**config.mk**
```make
export PLATFORM = sky130hd
export DESIGN_NAME = cw305_axi_arbiter_flat
export DESIGN_NICKNAME = d
export VERILOG_FILES = /design/src/rtl/cw305_axi_arbiter_pkg.sv /design/src/rtl/cw305_axi_arbiter_if.sv /design/src/rtl/cw305_axi_arbiter_rr_arb2.sv /design/src/rtl/cw305_axi_arbiter.sv /design/src/flat_wrapper.sv
export SDC_FILE = /design/constraint.sdc
export NUM_CORES = 1
export LEC_CHECK = 0
export ABC_AREA = 1
export CAP_MARGIN = 20
export CORE_AREA = 2 2 173 175
export DETAILED_ROUTE_END_ITERATION = 12
export DIE_AREA = 0 0 175 177
export HOLD_SLACK_MARGIN = 0.15
export SLEW_MARGIN = 20
export SYNTH_ARGS = -nofsm -noshare
export SYNTH_HDL_FRONTEND = slang
export SYNTH_HIERARCHICAL = 1
export SYNTH_SLANG_ARGS = --single-unit
```
**constraint.sdc**
```tcl
create_clock -name clk -period 1.34 [get_ports clk]
set_input_delay 0.268 -clock clk [delete_from_list [all_inputs] [get_ports clk]]
set_output_delay 0.268 -clock clk [all_outputs]
set_load 0.02 [all_outputs]
```
**src/rtl/cw305_axi_arbiter_pkg.sv**
```systemverilog
// Shared constants for the cw305 mailbox AXI4-Lite arbiter.
//  - Per-channel FSM state encodings (write: IDLE/ADDR/RESP, read: IDLE/ADDR/DATA)
//  - Master index constants M0 (picorv32 core) and M1 (host/debug loader)
package cw305_axi_arbiter_pkg;

  localparam logic [1:0] W_IDLE = 2'd0;
  localparam logic [1:0] W_ADDR = 2'd1;
  localparam logic [1:0] W_RESP = 2'd2;

  localparam logic [1:0] R_IDLE = 2'd0;
  localparam logic [1:0] R_ADDR = 2'd1;
  localparam logic [1:0] R_DATA = 2'd2;

  localparam logic M0 = 1'b0;
  localparam logic M1 = 1'b1;

endpackage

```
**src/rtl/cw305_axi_arbiter_if.sv**
```systemverilog
// AXI4-Lite bundle, signal meanings as on the picorv32 mem_axi_* port.
//  master modport: drives aw/w/ar valid+payload and b/r ready
//  slave  modport: drives aw/w/ar ready and b/r valid (+ rdata)
interface cw305_axi_arbiter_if #(
  parameter int ADDR_W = 32,
  parameter int DATA_W = 32
);
  logic              awvalid, awready;
  logic [ADDR_W-1:0] awaddr;
  logic [2:0]        awprot;
  logic              wvalid, wready;
  logic [DATA_W-1:0] wdata;
  logic [DATA_W/8-1:0] wstrb;
  logic              bvalid, bready;
  logic              arvalid, arready;
  logic [ADDR_W-1:0] araddr;
  logic [2:0]        arprot;
  logic              rvalid, rready;
  logic [DATA_W-1:0] rdata;

  modport master (
    output awvalid, awaddr, awprot, wvalid, wdata, wstrb, bready,
           arvalid, araddr, arprot, rready,
    input  awready, wready, bvalid, arready, rvalid, rdata
  );

  modport slave (
    input  awvalid, awaddr, awprot, wvalid, wdata, wstrb, bready,
           arvalid, araddr, arprot, rready,
    output awready, wready, bvalid, arready, rvalid, rdata
  );
endinterface

```
**src/rtl/cw305_axi_arbiter_rr_arb2.sv**
```systemverilog
// Two-request grant picker with an owner register.
//  clk, reset  : clock, synchronous active-high reset (owner resets to M1 so M0 wins first contest)
//  req_i[1:0]  : request per master
//  take_i      : channel is idle and may accept a new grant this cycle
//  owner_o     : current/last granted master (doubles as the grant select while busy)
module cw305_rr_arb2
  import cw305_axi_arbiter_pkg::*;
#(
  parameter int FIXED_PRIO = 0
) (
  input  logic       clk,
  input  logic       reset,
  input  logic [1:0] req_i,
  input  logic       take_i,
  output logic       owner_o
);

  logic owner_q, owner_d, pick;

  always_comb begin
    pick = owner_q;
    unique case (req_i)
      2'b01:   pick = M0;
      2'b10:   pick = M1;
      // contested: fixed priority favours M0, otherwise hand it to whoever did not have it last
      2'b11:   pick = (FIXED_PRIO != 0) ? M0 : ~owner_q;
      default: pick = owner_q;
    endcase
  end

  always_comb begin
    owner_d = owner_q;
    if (take_i && (req_i != 2'b00)) owner_d = pick;
  end

  always_ff @(posedge clk) begin
    if (reset) owner_q <= M1;
    else       owner_q <= owner_d;
  end

  assign owner_o = owner_q;

endmodule

```
**src/rtl/cw305_axi_arbiter.sv**
```systemverilog
// 2:1 AXI4-Lite arbiter in front of the cw305_axi mailbox slave.
//  clk, reset        : single clock, synchronous active-high reset
//  m0_axi, m1_axi    : master ports (picorv32 core, host/debug loader)
//  s_axi             : toward cw305_axi
//  wr_owner/rd_owner : current/last granted master per channel
//  wr_busy/rd_busy   : channel FSM not idle
// Read and write channels are arbitrated independently; a grant covers a whole
// transaction. The arbiter's owner register is also the mux select while busy.
module cw305_axi_arbiter
  import cw305_axi_arbiter_pkg::*;
#(
  parameter int ADDR_W     = 32,
  parameter int DATA_W     = 32,
  parameter int FIXED_PRIO = 0
) (
  input  logic clk,
  input  logic reset,
  cw305_axi_arbiter_if.slave  m0_axi,
  cw305_axi_arbiter_if.slave  m1_axi,
  cw305_axi_arbiter_if.master s_axi,
  output logic wr_owner,
  output logic rd_owner,
  output logic wr_busy,
  output logic rd_busy
);

  // ---------------- write channel ----------------
  logic [1:0] wst_q, wst_d;
  logic       aw_done_q, aw_done_d, w_done_q, w_done_d;
  logic       wsel;
  logic       awvalid_sel, wvalid_sel, bready_sel;
  logic [ADDR_W-1:0]   awaddr_sel;
  logic [DATA_W-1:0]   wdata_sel;
  logic [DATA_W/8-1:0] wstrb_sel;
  logic       s_awvalid, s_wvalid, s_bready;
  logic       aw_rdy, w_rdy, b_route, aw_hs, w_hs, b_hs;

  cw305_rr_arb2 #(.FIXED_PRIO(FIXED_PRIO)) u_wr_arb (
    .clk     (clk),
    .reset   (reset),
    .req_i   ({m1_axi.awvalid, m0_axi.awvalid}),
    .take_i  (wst_q == W_IDLE),
    .owner_o (wsel)
  );

  assign awvalid_sel = wsel ? m1_axi.awvalid : m0_axi.awvalid;
  assign wvalid_sel  = wsel ? m1_axi.wvalid  : m0_axi.wvalid;
  assign bready_sel  = wsel ? m1_axi.bready  : m0_axi.bready;
  assign awaddr_sel  = wsel ? m1_axi.awaddr  : m0_axi.awaddr;
  assign wdata_sel   = wsel ? m1_axi.wdata   : m0_axi.wdata;
  assign wstrb_sel   = wsel ? m1_axi.wstrb   : m0_axi.wstrb;

  // once a channel has handshaken it is masked off for the rest of the burst
  assign s_awvalid = (wst_q == W_ADDR) && !aw_done_q && awvalid_sel;
  assign s_wvalid  = (wst_q == W_ADDR) && !w_done_q  && wvalid_sel;
  assign aw_rdy    = (wst_q == W_ADDR) && !aw_done_q && s_axi.awready;
  assign w_rdy     = (wst_q == W_ADDR) && !w_done_q  && s_axi.wready;
  assign b_route   = (wst_q == W_RESP);
  assign s_bready  = b_route && bready_sel;
  assign aw_hs     = s_awvalid && s_axi.awready;
  assign w_hs      = s_wvalid  && s_axi.wready;
  assign b_hs      = s_bready  && s_axi.bvalid;

  assign s_axi.awvalid = s_awvalid;
  assign s_axi.awaddr  = awaddr_sel;
  assign s_axi.awprot  = wsel ? m1_axi.awprot : m0_axi.awprot;
  assign s_axi.wvalid  = s_wvalid;
  assign s_axi.wdata   = wdata_sel;
  assign s_axi.wstrb   = wstrb_sel;
  assign s_axi.bready  = s_bready;

  assign m0_axi.awready = aw_rdy && (wsel == M0);
  assign m1_axi.awready = aw_rdy && (wsel == M1);
  assign m0_axi.wready  = w_rdy  && (wsel == M0);
  assign m1_axi.wready  = w_rdy  && (wsel == M1);
  assign m0_axi.bvalid  = b_route && (wsel == M0) && s_axi.bvalid;
  assign m1_axi.bvalid  = b_route && (wsel == M1) && s_axi.bvalid;

  always_comb begin
    wst_d     = wst_q;
    aw_done_d = aw_done_q;
    w_done_d  = w_done_q;
    unique case (wst_q)
      W_IDLE: begin
        aw_done_d = 1'b0;
        w_done_d  = 1'b0;
        if (m0_axi.awvalid || m1_axi.awvalid) wst_d = W_ADDR;
      end
      W_ADDR: begin
        aw_done_d = aw_done_q | aw_hs;
        w_done_d  = w_done_q  | w_hs;
        if (aw_done_d && w_done_d) begin
          wst_d     = W_RESP;
          aw_done_d = 1'b0;
          w_done_d  = 1'b0;
        end
      end
      W_RESP:  if (b_hs) wst_d = W_IDLE;
      default: wst_d = W_IDLE;
    endcase
  end

  always_ff @(posedge clk) begin
    if (reset) begin
      wst_q     <= W_IDLE;
      aw_done_q <= 1'b0;
      w_done_q  <= 1'b0;
    end else begin
      wst_q     <= wst_d;
      aw_done_q <= aw_done_d;
      w_done_q  <= w_done_d;
    end
  end

  // ---------------- read channel ----------------
  logic [1:0] rst_q, rst_d;
  logic       rsel;
  logic       arvalid_sel, rready_sel;
  logic [ADDR_W-1:0] araddr_sel;
  logic       s_arvalid, s_rready, ar_hs, r_hs, r_route;

  cw305_rr_arb2 #(.FIXED_PRIO(FIXED_PRIO)) u_rd_arb (
    .clk     (clk),
    .reset   (reset),
    .req_i   ({m1_axi.arvalid, m0_axi.arvalid}),
    .take_i  (rst_q == R_IDLE),
    .owner_o (rsel)
  );

  assign arvalid_sel = rsel ? m1_axi.arvalid : m0_axi.arvalid;
  assign rready_sel  = rsel ? m1_axi.rready  : m0_axi.rready;
  assign araddr_sel  = rsel ? m1_axi.araddr  : m0_axi.araddr;

  assign s_arvalid = (rst_q == R_ADDR) && arvalid_sel;
  assign r_route   = (rst_q == R_DATA);
  assign s_rready  = r_route && rready_sel;
  assign ar_hs     = s_arvalid && s_axi.arready;
  assign r_hs      = s_rready  && s_axi.rvalid;

  assign s_axi.arvalid = s_arvalid;
  assign s_axi.araddr  = araddr_sel;
  assign s_axi.arprot  = rsel ? m1_axi.arprot : m0_axi.arprot;
  assign s_axi.rready  = s_rready;

  assign m0_axi.arready = (rst_q == R_ADDR) && (rsel == M0) && s_axi.arready;
  assign m1_axi.arready = (rst_q == R_ADDR) && (rsel == M1) && s_axi.arready;
  assign m0_axi.rvalid  = r_route && (rsel == M0) && s_axi.rvalid;
  assign m1_axi.rvalid  = r_route && (rsel == M1) && s_axi.rvalid;
  assign m0_axi.rdata   = (r_route && (rsel == M0)) ? s_axi.rdata : '0;
  assign m1_axi.rdata   = (r_route && (rsel == M1)) ? s_axi.rdata : '0;

  always_comb begin
    rst_d = rst_q;
    unique case (rst_q)
      R_IDLE:  if (m0_axi.arvalid || m1_axi.arvalid) rst_d = R_ADDR;
      R_ADDR:  if (ar_hs) rst_d = R_DATA;
      R_DATA:  if (r_hs)  rst_d = R_IDLE;
      default: rst_d = R_IDLE;
    endcase
  end

  always_ff @(posedge clk) begin
    if (reset) rst_q <= R_IDLE;
    else       rst_q <= rst_d;
  end

  // ---------------- status ----------------
  assign wr_owner = wsel;
  assign rd_owner = rsel;
  assign wr_busy  = (wst_q != W_IDLE);
  assign rd_busy  = (rst_q != R_IDLE);

endmodule

```
**src/flat_wrapper.sv**
```systemverilog
// flat-port wrapper written by rule: the top's interface ports become plain ports
module cw305_axi_arbiter_flat import cw305_axi_arbiter_pkg::*;
#(
  parameter int ADDR_W     = 32,
  parameter int DATA_W     = 32,
  parameter int FIXED_PRIO = 0
)
  (clk, reset, wr_owner, rd_owner, wr_busy, rd_busy, m0_axi_awvalid, m0_axi_awaddr, m0_axi_awprot, m0_axi_wvalid, m0_axi_wdata, m0_axi_wstrb, m0_axi_bready, m0_axi_arvalid, m0_axi_araddr, m0_axi_arprot, m0_axi_rready, m0_axi_awready, m0_axi_wready, m0_axi_bvalid, m0_axi_arready, m0_axi_rvalid, m0_axi_rdata, m1_axi_awvalid, m1_axi_awaddr, m1_axi_awprot, m1_axi_wvalid, m1_axi_wdata, m1_axi_wstrb, m1_axi_bready, m1_axi_arvalid, m1_axi_araddr, m1_axi_arprot, m1_axi_rready, m1_axi_awready, m1_axi_wready, m1_axi_bvalid, m1_axi_arready, m1_axi_rvalid, m1_axi_rdata, s_axi_awvalid, s_axi_awaddr, s_axi_awprot, s_axi_wvalid, s_axi_wdata, s_axi_wstrb, s_axi_bready, s_axi_arvalid, s_axi_araddr, s_axi_arprot, s_axi_rready, s_axi_awready, s_axi_wready, s_axi_bvalid, s_axi_arready, s_axi_rvalid, s_axi_rdata);
  cw305_axi_arbiter_if #(.ADDR_W(ADDR_W), .DATA_W(DATA_W)) m0_axi_i ();
  cw305_axi_arbiter_if #(.ADDR_W(ADDR_W), .DATA_W(DATA_W)) m1_axi_i ();
  cw305_axi_arbiter_if #(.ADDR_W(ADDR_W), .DATA_W(DATA_W)) s_axi_i ();
  input  logic clk;
  input  logic reset;
  output logic wr_owner;
  output logic rd_owner;
  output logic wr_busy;
  output logic rd_busy;
  input wire logic [$bits(m0_axi_i.awvalid)-1:0] m0_axi_awvalid;
  input wire logic [$bits(m0_axi_i.awaddr)-1:0] m0_axi_awaddr;
  input wire logic [$bits(m0_axi_i.awprot)-1:0] m0_axi_awprot;
  input wire logic [$bits(m0_axi_i.wvalid)-1:0] m0_axi_wvalid;
  input wire logic [$bits(m0_axi_i.wdata)-1:0] m0_axi_wdata;
  input wire logic [$bits(m0_axi_i.wstrb)-1:0] m0_axi_wstrb;
  input wire logic [$bits(m0_axi_i.bready)-1:0] m0_axi_bready;
  input wire logic [$bits(m0_axi_i.arvalid)-1:0] m0_axi_arvalid;
  input wire logic [$bits(m0_axi_i.araddr)-1:0] m0_axi_araddr;
  input wire logic [$bits(m0_axi_i.arprot)-1:0] m0_axi_arprot;
  input wire logic [$bits(m0_axi_i.rready)-1:0] m0_axi_rready;
  output wire logic [$bits(m0_axi_i.awready)-1:0] m0_axi_awready;
  output wire logic [$bits(m0_axi_i.wready)-1:0] m0_axi_wready;
  output wire logic [$bits(m0_axi_i.bvalid)-1:0] m0_axi_bvalid;
  output wire logic [$bits(m0_axi_i.arready)-1:0] m0_axi_arready;
  output wire logic [$bits(m0_axi_i.rvalid)-1:0] m0_axi_rvalid;
  output wire logic [$bits(m0_axi_i.rdata)-1:0] m0_axi_rdata;
  input wire logic [$bits(m1_axi_i.awvalid)-1:0] m1_axi_awvalid;
  input wire logic [$bits(m1_axi_i.awaddr)-1:0] m1_axi_awaddr;
  input wire logic [$bits(m1_axi_i.awprot)-1:0] m1_axi_awprot;
  input wire logic [$bits(m1_axi_i.wvalid)-1:0] m1_axi_wvalid;
  input wire logic [$bits(m1_axi_i.wdata)-1:0] m1_axi_wdata;
  input wire logic [$bits(m1_axi_i.wstrb)-1:0] m1_axi_wstrb;
  input wire logic [$bits(m1_axi_i.bready)-1:0] m1_axi_bready;
  input wire logic [$bits(m1_axi_i.arvalid)-1:0] m1_axi_arvalid;
  input wire logic [$bits(m1_axi_i.araddr)-1:0] m1_axi_araddr;
  input wire logic [$bits(m1_axi_i.arprot)-1:0] m1_axi_arprot;
  input wire logic [$bits(m1_axi_i.rready)-1:0] m1_axi_rready;
  output wire logic [$bits(m1_axi_i.awready)-1:0] m1_axi_awready;
  output wire logic [$bits(m1_axi_i.wready)-1:0] m1_axi_wready;
  output wire logic [$bits(m1_axi_i.bvalid)-1:0] m1_axi_bvalid;
  output wire logic [$bits(m1_axi_i.arready)-1:0] m1_axi_arready;
  output wire logic [$bits(m1_axi_i.rvalid)-1:0] m1_axi_rvalid;
  output wire logic [$bits(m1_axi_i.rdata)-1:0] m1_axi_rdata;
  output wire logic [$bits(s_axi_i.awvalid)-1:0] s_axi_awvalid;
  output wire logic [$bits(s_axi_i.awaddr)-1:0] s_axi_awaddr;
  output wire logic [$bits(s_axi_i.awprot)-1:0] s_axi_awprot;
  output wire logic [$bits(s_axi_i.wvalid)-1:0] s_axi_wvalid;
  output wire logic [$bits(s_axi_i.wdata)-1:0] s_axi_wdata;
  output wire logic [$bits(s_axi_i.wstrb)-1:0] s_axi_wstrb;
  output wire logic [$bits(s_axi_i.bready)-1:0] s_axi_bready;
  output wire logic [$bits(s_axi_i.arvalid)-1:0] s_axi_arvalid;
  output wire logic [$bits(s_axi_i.araddr)-1:0] s_axi_araddr;
  output wire logic [$bits(s_axi_i.arprot)-1:0] s_axi_arprot;
  output wire logic [$bits(s_axi_i.rready)-1:0] s_axi_rready;
  input wire logic [$bits(s_axi_i.awready)-1:0] s_axi_awready;
  input wire logic [$bits(s_axi_i.wready)-1:0] s_axi_wready;
  input wire logic [$bits(s_axi_i.bvalid)-1:0] s_axi_bvalid;
  input wire logic [$bits(s_axi_i.arready)-1:0] s_axi_arready;
  input wire logic [$bits(s_axi_i.rvalid)-1:0] s_axi_rvalid;
  input wire logic [$bits(s_axi_i.rdata)-1:0] s_axi_rdata;
  assign m0_axi_i.awvalid = m0_axi_awvalid;
  assign m0_axi_i.awaddr = m0_axi_awaddr;
  assign m0_axi_i.awprot = m0_axi_awprot;
  assign m0_axi_i.wvalid = m0_axi_wvalid;
  assign m0_axi_i.wdata = m0_axi_wdata;
  assign m0_axi_i.wstrb = m0_axi_wstrb;
  assign m0_axi_i.bready = m0_axi_bready;
  assign m0_axi_i.arvalid = m0_axi_arvalid;
  assign m0_axi_i.araddr = m0_axi_araddr;
  assign m0_axi_i.arprot = m0_axi_arprot;
  assign m0_axi_i.rready = m0_axi_rready;
  assign m0_axi_awready = m0_axi_i.awready;
  assign m0_axi_wready = m0_axi_i.wready;
  assign m0_axi_bvalid = m0_axi_i.bvalid;
  assign m0_axi_arready = m0_axi_i.arready;
  assign m0_axi_rvalid = m0_axi_i.rvalid;
  assign m0_axi_rdata = m0_axi_i.rdata;
  assign m1_axi_i.awvalid = m1_axi_awvalid;
  assign m1_axi_i.awaddr = m1_axi_awaddr;
  assign m1_axi_i.awprot = m1_axi_awprot;
  assign m1_axi_i.wvalid = m1_axi_wvalid;
  assign m1_axi_i.wdata = m1_axi_wdata;
  assign m1_axi_i.wstrb = m1_axi_wstrb;
  assign m1_axi_i.bready = m1_axi_bready;
  assign m1_axi_i.arvalid = m1_axi_arvalid;
  assign m1_axi_i.araddr = m1_axi_araddr;
  assign m1_axi_i.arprot = m1_axi_arprot;
  assign m1_axi_i.rready = m1_axi_rready;
  assign m1_axi_awready = m1_axi_i.awready;
  assign m1_axi_wready = m1_axi_i.wready;
  assign m1_axi_bvalid = m1_axi_i.bvalid;
  assign m1_axi_arready = m1_axi_i.arready;
  assign m1_axi_rvalid = m1_axi_i.rvalid;
  assign m1_axi_rdata = m1_axi_i.rdata;
  assign s_axi_awvalid = s_axi_i.awvalid;
  assign s_axi_awaddr = s_axi_i.awaddr;
  assign s_axi_awprot = s_axi_i.awprot;
  assign s_axi_wvalid = s_axi_i.wvalid;
  assign s_axi_wdata = s_axi_i.wdata;
  assign s_axi_wstrb = s_axi_i.wstrb;
  assign s_axi_bready = s_axi_i.bready;
  assign s_axi_arvalid = s_axi_i.arvalid;
  assign s_axi_araddr = s_axi_i.araddr;
  assign s_axi_arprot = s_axi_i.arprot;
  assign s_axi_rready = s_axi_i.rready;
  assign s_axi_i.awready = s_axi_awready;
  assign s_axi_i.wready = s_axi_wready;
  assign s_axi_i.bvalid = s_axi_bvalid;
  assign s_axi_i.arready = s_axi_arready;
  assign s_axi_i.rvalid = s_axi_rvalid;
  assign s_axi_i.rdata = s_axi_rdata;
  cw305_axi_arbiter #(.ADDR_W(ADDR_W), .DATA_W(DATA_W), .FIXED_PRIO(FIXED_PRIO)) u_core (.clk(clk), .reset(reset), .m0_axi(m0_axi_i), .m1_axi(m1_axi_i), .s_axi(s_axi_i), .wr_owner(wr_owner), .rd_owner(rd_owner), .wr_busy(wr_busy), .rd_busy(rd_busy));
endmodule
```
==> impl_metrics.json, run 1 <==
{
  "synth_top_area_share_pct": 53.0,
  "htreeDepth": 1,
  "antenna_found_initial": 0,
  "dieArea_sq_um": 31000,
  "avgRoutedWirePerCell_microns": 14.2,
  "rows": 63,
  "finalCritPeriodShare_pct": 122,
  "worst-path-max-fanout": 12,
  "status": "finished, violations left",
  "setup_viol": 193,
  "drc_errors": 0,
  "worst_slew_pin_slew_ps": 316,
  "finalHoldViolCount": 0,
  "via_count": 5238,
  "p_leak_nw": 4.43,
  "cts_tree": "done",
  "overflow": 0,
  "io_buffer_count": 449,
  "cts_sinks": 8,
  "yosysSeqAreaShare_pct": 6.77,
  "fin_nets": 1330,
  "die_h_microns": 177,
  "relSlewSlack_pct": 78.9,
  "num-fill-cells": 3083,
  "ctsHoldBuffers": 0,
  "finalWeightedCongestion": 0.789,
  "met1_length_mm": 7.47,
  "slowest_delay_ps": 450,
  "drtIter0Drc": 110,
  "slowest_stage": "dfxtp_4",
  "syn_area_sq_um": 2370,
  "yosysWarnings": 6,
  "slew_violations": 0,
  "path_cells": "inv_8, bufbuf_16, nand2_1, nand2_2, buf_6",
  "rsz0062_at_grt": "true",
  "clk_pin_slew_ps": 40,
  "clockBufferDepth": 2,
  "dp_hpwl_mm": 14.7,
  "cp-start-kind": "flop",
  "synthTopCellsByArea": "nand2_1, nor2_1, inv_1, dfxtp_1, buf_2",
  "pwr_density_cell_nw_per_um2": 796,
  "grt_pass1_wl_mm": 27.3,
  "yosysUniqueCellTypes": 26,
  "worst-setup-path-type": "flop to output port",
  "critical_path_arrival_ps": 1370,
  "first_pass_iters": 4,
  "fp.dieW_microns": 175,
  "fin_ws_ps": -294,
  "drive_gt1_share_pct": 47.4,
  "cts_buffers": 3,
  "cp.required_ps": 1070,
  "finClkSkew_ps": 1.29,
  "cap_viol_max_count": 0,
  "max_freq_ghz": 0.612,
  "violations": "setup timing",
  "synthCells": 551,
  "num_io_pins": 450,
  "grt_max_degree": 34,
  "wl_met3_mm": 1.55,
  "highest_layer": "met4",
  "wl_met2_mm": 11.5,
  "ant_nets": 0,
  "final_core_util_pct": 31.2,
  "antenna_cells": 0,
  "area_growth_pct": 286,
  "grt_pass1_vias": 4903,
  "total_power_mw": 7.27,
  "syn_nets": 812,
  "finalSetupTns_ps": -34030,
  "reg2reg_slack_ps": -140,
  "min_period_ps": 1630,
  "coreArea_sq_um": 29200,
  "insertion_delay_ps": 230,
  "ys_ff_latch": 8,
  "initial_utilization_pct": 8.09,
  "track_usage_pct": 11.2,
  "root_buffer": "clkbuf_16",
  "min_path_type": "flop to flop",
  "synth_largest_area_cell": "nand2_1",
  "syn_avg_cell_area_sq_um": 4.30,
  "wirelength_mm": 20.7,
  "worstSetupEndpointType": "output port",
  "viasPerCell": 3.60,
  "peakVddDrop_uv": 332
}
-- cell type report --
type | instances | area [sq um] | area share (%)
Multi-Input combinational cell | 456 | 2580 | 28.3
Inverter | 56 | 228 | 2.49
Sequential cell | 8 | 178 | 1.95
Tap cell | 390 | 488 | 5.34
Timing Repair Buffer | 544 | 5580 | 61.1
Clock buffer | 3 | 75.1 | 0.822
-- logic make-up (layout without fill, tap and decap cells) --
logic type,Yosys count,after routing,synth area share [%]
flops,8,8,6.77
buf+inv,87,603,16.1
simple gates,439,439,72.4
compound gates,17,17,4.76
-- layer usage --
layer / GRT usage [%] / up-vias
li1: - / 2647
met1: 12.0 / 2332
met2: 22.8 / 249
met3: 2.53 / 10
met4: 0.833 / 0
met5: 0 / -
-- registers in the layout, summed over array words and instances (netlist names) --
| signal | count |
|---|---|
| u_core/aw_done_q | 1 |
| u_core/w_done_q | 1 |
| u_core/u_wr_arb/owner_o | 1 |
| u_core/rst_q | 2 |
| u_core/u_rd_arb/owner_o | 1 |
| u_core/wst_q | 2 |
-- metrics by stage --
stage                     std cells  instance area, sq um  hold slack, ps  worst slack (ps)
after floorplan                 551                  2630             340             -85.3
after global placement         1409                  7890             547              -633
after detailed placement       1409                  7890             542              -620
after CTS                      1438                  8420             552              -302
after global routing           1457                  9130             582              -337
final                          1457                  9130             550              -294
-- cells in the mapped netlist --
cell type / n
o21bai_4: 1
nand2_2: 4
and2_1: 1
nand2_1: 334
nor2_1: 80
o21ai_0: 1
a21oi_2: 2
or2_1: 1
buf_2: 27
a21boi_0: 1
inv_4: 1
buf_6: 2
dfxtp_1: 8
inv_1: 52
nor3_2: 1
clkbuf_1: 1
a21oi_1: 9
nand3_1: 8
nand2_4: 2
nor2_4: 1
nor3_1: 5
o21ai_1: 2
o21ai_2: 1
nor2_2: 2
inv_2: 3
buf_4: 1
-- path summary, 6_finish.rpt --
path         cells after the start               startpoint               end
min                              3         u_core/aw_done_q  u_core/aw_done_q
min reg2reg                      3         u_core/aw_done_q  u_core/aw_done_q
max                              5  u_core/u_wr_arb/owner_o   s_axi_awaddr[6]
max reg2reg                      9  u_core/u_rd_arb/owner_o   u_core/rst_q[1]
-- worst max-delay path, delay by kind of cell, from the launching register on --
kind,cells,cell delay [ps]
DFF,1,450
buffers and inverters,3,520
and+or+nand+nor,2,170
-- timing repair --
item	in CTS	in global routing
endpoints found under the setup margin	195	194
buffers inserted	17	14
pin swaps	11	24
cloned	9	7
gates resized for setup	887	281
-- cells in the final DEF (no fill, tap or decap), drive strengths merged --
master	instances
o21ai	4
bufbuf	2
nor2	83
nand2	340
clkdlybuf4s15	7
and2	1
nor3	6
a21boi	1
dfxtp	8
dlygate4sd2	3
or2	1
nand3	8
clkdlybuf4s50	259
buf	265
a21oi	11
clkbuf	11
o21bai	1
inv	56
-- power by group --
part | internal, mW | total (mW) | switching, mW
Combinational | 3.24 | 6.39 | 3.15
Sequential | 0.292 | 0.367 | 0.0752
Clock | 0.386 | 0.511 | 0.125
No activity file was read; power rests on OpenSTA's default activity.
==> inputs of run 2 (changes only) <==
Settings changed: GPL_ROUTABILITY_DRIVEN from default to 0.
==> results of run 2 <==
Same layout as run 1: the final DEF is identical, and so are final timing and power.
==> inputs of run 3 (changes only) <==
Settings changed: GPL_ROUTABILITY_DRIVEN 0 to default.
==> results of run 3 <==
Same layout as run 1: the final DEF is identical, and so are final timing and power.
